[config.mk]
export PLATFORM = sky130hd
export DESIGN_NAME = shift_sequencer
export DESIGN_NICKNAME = d
export VERILOG_FILES = /design/src/rtl/shift_sequencer.sv
export SDC_FILE = /design/constraint.sdc
export NUM_CORES = 1
export LEC_CHECK = 0
export CORE_MARGIN = 2
export CORE_UTILIZATION = 40
export CTS_CLUSTER_DIAMETER = 40
export DETAILED_ROUTE_END_ITERATION = 7
export SETUP_SLACK_MARGIN = 0.15
export SYNTH_ARGS = -nofsm -noshare
export SYNTH_HDL_FRONTEND = slang
export SYNTH_SLANG_ARGS = --single-unit
[constraint.sdc]
create_clock -name clk -period 6.33 [get_ports clk]
set_clock_uncertainty 0.05 [all_clocks]
set_input_delay 0.633 -clock clk [delete_from_list [all_inputs] [get_ports clk]]
set_output_delay 0.633 -clock clk [all_outputs]
set_load 0.01 [all_outputs]
[src/rtl/shift_sequencer.sv]
// Multi-cycle SLL/SRL/SRA unit: one STEP-bit shift stage reused until the
// requested distance is consumed, with request/result valid-ready handshakes.
module shift_sequencer #(
   parameter int unsigned WIDTH = 32,
   parameter int unsigned STEP  = 4
) (
   input  logic             clk,
   input  logic             reset,
   input  logic             start_valid,
   output logic             start_ready,
   input  logic [1:0]       op,
   input  logic [WIDTH-1:0] A,
   input  logic [WIDTH-1:0] B,
   output logic             res_valid,
   input  logic             res_ready,
   output logic [WIDTH-1:0] S,
   output logic             busy
);

   localparam int unsigned AMT_W = 5;

   localparam logic [1:0] OP_SLL  = 2'b00;
   localparam logic [1:0] OP_SRL  = 2'b01;
   localparam logic [1:0] OP_SRA  = 2'b10;
   localparam logic [1:0] OP_PASS = 2'b11;

   typedef enum logic [1:0] {
      IDLE  = 2'b00,
      SHIFT = 2'b01,
      DONE  = 2'b10
   } state_t;

   state_t           state;
   logic [WIDTH-1:0] value;
   logic [AMT_W-1:0] remaining;
   logic [1:0]       op_q;

   logic [AMT_W-1:0] step_k;
   logic [AMT_W-1:0] rem_next;
   logic [WIDTH-1:0] shifted;

   // Only the low five bits of B carry a shift distance.
   logic unused_b;
   assign unused_b = ^B[WIDTH-1:AMT_W];

   // One pass of the shared shift stage: distance is min(remaining, STEP).
   always_comb begin
      step_k   = (remaining < AMT_W'(STEP)) ? remaining : AMT_W'(STEP);
      rem_next = remaining - step_k;
      shifted  = value;
      case (op_q)
         OP_SLL:  shifted = value << step_k;
         OP_SRL:  shifted = value >> step_k;
         OP_SRA:  shifted = WIDTH'($signed(value) >>> step_k);
         default: shifted = value;
      endcase
   end

   always_ff @(posedge clk) begin
      if (reset) begin
         state       <= IDLE;
         value       <= '0;
         remaining   <= '0;
         op_q        <= OP_SLL;
         S           <= '0;
         res_valid   <= 1'b0;
         start_ready <= 1'b1;
         busy        <= 1'b0;
      end else begin
         case (state)
            IDLE: begin
               if (start_valid) begin
                  // Zero-distance and pass-through requests still spend one
                  // SHIFT cycle (k=0) so latency is never below one cycle.
                  state       <= SHIFT;
                  value       <= A;
                  op_q        <= op;
                  remaining   <= (op == OP_PASS) ? '0 : B[AMT_W-1:0];
                  start_ready <= 1'b0;
                  busy        <= 1'b1;
               end
            end
            SHIFT: begin
               value     <= shifted;
               remaining <= rem_next;
               if (rem_next == '0) begin
                  state     <= DONE;
                  S         <= shifted;
                  res_valid <= 1'b1;
               end
            end
            DONE: begin
               if (res_ready) begin
                  state       <= IDLE;
                  res_valid   <= 1'b0;
                  start_ready <= 1'b1;
                  busy        <= 1'b0;
               end
            end
            default: begin
               state       <= IDLE;
               res_valid   <= 1'b0;
               start_ready <= 1'b1;
               busy        <= 1'b0;
            end
         endcase
      end
   end

endmodule
==> flow_summary_export.csv <==
group,metric,value,unit
place,detailed_place_hpwl,15.6,mm
sta,timing.final.crit_period,3940,ps
cells_and_area,insertedDiodeCount,0,
sta,timing.setup.tns,0,ps
power_and_ir_drop,p_seq_share,34.3,%
die,die_h,129,um
logic_synthesis,yosys_register_bits,76,
logic_synthesis,synth_enable_flop_cells,0,
route,via_count,6783,
outcome,status,"finished, final reports clean",
sta,final-max-slew-violation-count,0,
logic_synthesis,synthDistinctLibCells,76,
place,gp_congestion,0.918,
die,die-area,16500,sq um
worst_hold_path,holdCritStartpoint,"res_valid$_SDFFE_PP0P_",
cells_and_area,layout-drive-gt1-share,9.44,%
clocking,path_clk_slew,60,ps
worst_hold_path,hold_removal_path_class,"reg -> reg",
clocking,buffer_count_from_post_cts_setup_fixing,0,
setup_path,cpMaxStageDelayCell,"dfxtp_1",
die,fp-row-count,45,
route,ant_nets,0,
setup_path,worstPathCellList,"or3_1 > nand2_1 > ha_1 > or2_2 > a221oi_2 > or3_1 > buf_4 > nor4_1 > nor4_1",
setup_path,crit_path_start,"remaining[4]$_SDFFE_PP0P_",
clocking,clock-root-buffer,"clkbuf_16",
logic_synthesis,synthesis.nets,851,
logic_synthesis,yosysWarningCount,0,
sta,final_setup_fails,0,
setup_path,cpLargestDelayFamily,"simple AND/OR/NAND/NOR gates",
route,m1WireLength,11.0,mm
clocking,clock_latency,350,ps
sta,hold_violations,0,
power_and_ir_drop,static_leakage_power,2.45,nW
clocking,clock-sinks,76,
cells_and_area,finish.utilization,47.1,%
die,initial_utilization,40.9,%
sta,fmax,254,MHz
logic_synthesis,synth_top_area_share,24.5,%
setup_path,path_buf_inv,1,
logic_synthesis,synth.area.top_cells,"dfxtp_1 24%, mux2i_1 8.7%, a22oi_1 5.1%",
route,route.detailed.drc,0,
die,io-pin-count,105,
clocking,clock_tree_from_tritoncts,"done",
global_route,grt_start_max_net_pins,63,
route,drt-pass1-iter-count,5,
route,post_detailed_route_via_to_cell_ratio,6.98,
route,routedWlPerCell,25.0,um
logic_synthesis,synth-async-reset-ratio,0,%
setup_path,critical_path.max_fanout,27,
setup_path,cp_data_required_time,6530,ps
clocking,postCtsResizedCells,0,
sta,rsz0062_at_grt,"no",
setup_path,cp.arrival,4140,ps
sta,timing.slew.headroom,29.1,%
sta,final.period_utilization,62.3,%
power_and_ir_drop,comb_power_share,38.4,%
power_and_ir_drop,power.switching,0.000785,W
logic_synthesis,yosysMostFrequentCell,"dfxtp_1",
power_and_ir_drop,power.share.switching,41.2,%
global_route,grt_first_pass_wirelength,37.8,mm
clocking,h-tree-depth,3,
place,number_of_buffer_cells_added_on_primary_ports,77,
logic_synthesis,postSynth.topFlopCell,"dfxtp_1",
clocking,cts_buffers,9,
flow_run,max_cap_viol_count,0,
cells_and_area,synthToLayoutAreaGrowth,15.2,%
logic_synthesis,synthCells,780,
logic_synthesis,synth.cell_area,6210,sq um
global_route,grt_usage,29.4,%
route,routed.top_layer,"met4",
global_route,grt_antenna_before_repair,0,
power_and_ir_drop,p_per_area,266,nW/um^2
clocking,ctsHoldBuffers,0,
cells_and_area,n_fill_cell,1532,
logic_synthesis,synth-seq-area-share,24.5,%
route,drt-initial-drc-count,899,
die,die_x,129,um
power_and_ir_drop,max-vdd-ir-drop,0.127,mV
sta,transition_at_the_pin_with_the_smallest_max_transition_slack,1060,ps
setup_path,cp-start-kind,"flip-flop",
setup_path,max_stage_delay,840,ps
power_and_ir_drop,p_clk_share,27.4,%
route,finalWirelength,24.3,mm
power_and_ir_drop,internal_power,0.00112,W
logic_synthesis,synth.avg_cell_area,7.97,sq um
global_route,via_count_of_the_first_global_routing_pass,6400,
route,met2_wirelength,10.4,mm
setup_path,end_kind,"flip-flop",
clocking,cts.path.max_buffers,2,
cells_and_area,finish.net_count,851,
setup_path,crit_type,"reg -> reg",
global_route,global_route_congestion_overflow_total,0,
logic_synthesis,synthDominantAreaCellType,"dfxtp_1",
logic_synthesis,netlist_top_cells_count,"76 x dfxtp_1, 70 x clkbuf_1, 65 x nand2_1, 54 x mux2i_1, 52 x a21oi_1",
route,routed-wl-met3,2.22,mm
setup_path,crit-reg2reg-launch,"remaining[4]$_SDFFE_PP0P_",
die,core_area,15200,sq um
## cell usage in the layout, fill, tap and decap left out, types with 5 or more instances in the layout
cell type | synthesis | final
nor2_1 | 36 | 35
a311oi_1 | 6 | 6
inv_1 | 13 | 13
dfxtp_1 | 76 | 76
o22ai_1 | 23 | 23
nand2b_1 | 6 | 6
clkdlybuf4s50_1 | 0 | 76
nor3_1 | 15 | 14
o21ai_1 | 7 | 7
a31oi_1 | 13 | 13
o311ai_0 | 5 | 5
a21oi_1 | 52 | 52
o221ai_1 | 5 | 5
o21ai_0 | 45 | 45
nand3_1 | 32 | 32
buf_4 | 3 | 17
a221oi_2 | 5 | 5
nor4_1 | 7 | 7
a22oi_1 | 42 | 42
mux2_2 | 5 | 5
mux2i_1 | 54 | 54
a221oi_1 | 8 | 8
o41ai_1 | 10 | 10
o31a_1 | 6 | 6
o32ai_1 | 11 | 11
nand2_1 | 65 | 65
clkbuf_16 | 0 | 9
nor2b_1 | 8 | 8
o31ai_1 | 7 | 7
mux4_2 | 10 | 10
o211ai_1 | 7 | 7
a211oi_1 | 19 | 19
and2_1 | 6 | 6
## sequential cells by signal (all words and copies together) (netlist names)
register,flops
busy,1
S,32
res_valid,1
value,32
state,2
remaining,5
op_q,2
start_ready,1
## logic make-up (layout without fill, tap and decap cells)
logic type / count (synthesis) / after routing / share of synthesized area (%)
adders and majority gates: 2 / 2 / 0.362
buffers and inverters: 119 / 123 / 8.86
and+or+nand+nor: 199 / 199 / 16.3
xor gates and xnor gates: 3 / 3 / 0.423
AOI/OAI and AO/OA: 307 / 307 / 34.8
DFF: 76 / 76 / 24.5
muxes: 73 / 73 / 14.7
other: 1 / 1 / 0.0603
## power by group through the flow
stage               registers, W  clock network, W  logic [W]
finish                  0.000652          0.000521   0.000730
global route            0.000657          0.000549   0.000782
floorplan               0.000565                 0   0.000550
detailed placement      0.000654                 0   0.000710
global placement        0.000652                 0   0.000700
CTS                     0.000644          0.000529   0.000713
## through the flow
step | instance area [sq um] | hold WS (ps) | cells | worst slack, ps | total power [W]
finish | 7160 | 407 | 972 | 2390 | 0.00190
global route | 7160 | 430 | 972 | 2190 | 0.00199
CTS | 7160 | 410 | 972 | 2490 | 0.00189
detailed placement | 6870 | 403 | 957 | 2490 | 0.00136
global placement | 6870 | 393 | 957 | 2630 | 0.00135
floorplan | 6210 | 426 | 780 | 3180 | 0.00112
## worst reg2reg max path, delay by kind of cell (launching register included)
kind | cells | cell delay (ps)
AND/OR/NAND/NOR | 6 | 1680
adder cells (fa/ha/maj) | 1 | 270
buffers and inverters | 1 | 450
AO/OA/AOI/OAI | 1 | 540
flip-flops | 1 | 840
## worst paths after layout
path	endpoint	slack (ps)	cells after the start
max	S[19]$_SDFFE_PP0P_	2390	9
min reg2reg	res_valid$_SDFFE_PP0P_	410	2
max reg2reg	S[19]$_SDFFE_PP0P_	2390	9
min	res_valid$_SDFFE_PP0P_	410	2
## layout make-up
cell class                      instances  area (sq um)  share of cell area (%)
Sequential cell                        76          1520                    21.3
Clock buffer                           10           239                    3.34
Clock inverter                          5          52.6                   0.734
Multi-Input combinational cell        585          4160                    58.2
Timing Repair Buffer                   94           893                    12.5
Tap cell                              188           235                    3.29
Inverter                               14          52.6                   0.734
## metal layers
metal / GRT usage (%) / up-vias
met2: 43.6 / 405
li1: - / 3028
met3: 5.49 / 56
met4: 10.4 / 0
met1: 42.7 / 3294
met5: 0 / -
No activity file was read; power rests on OpenSTA's default activity.
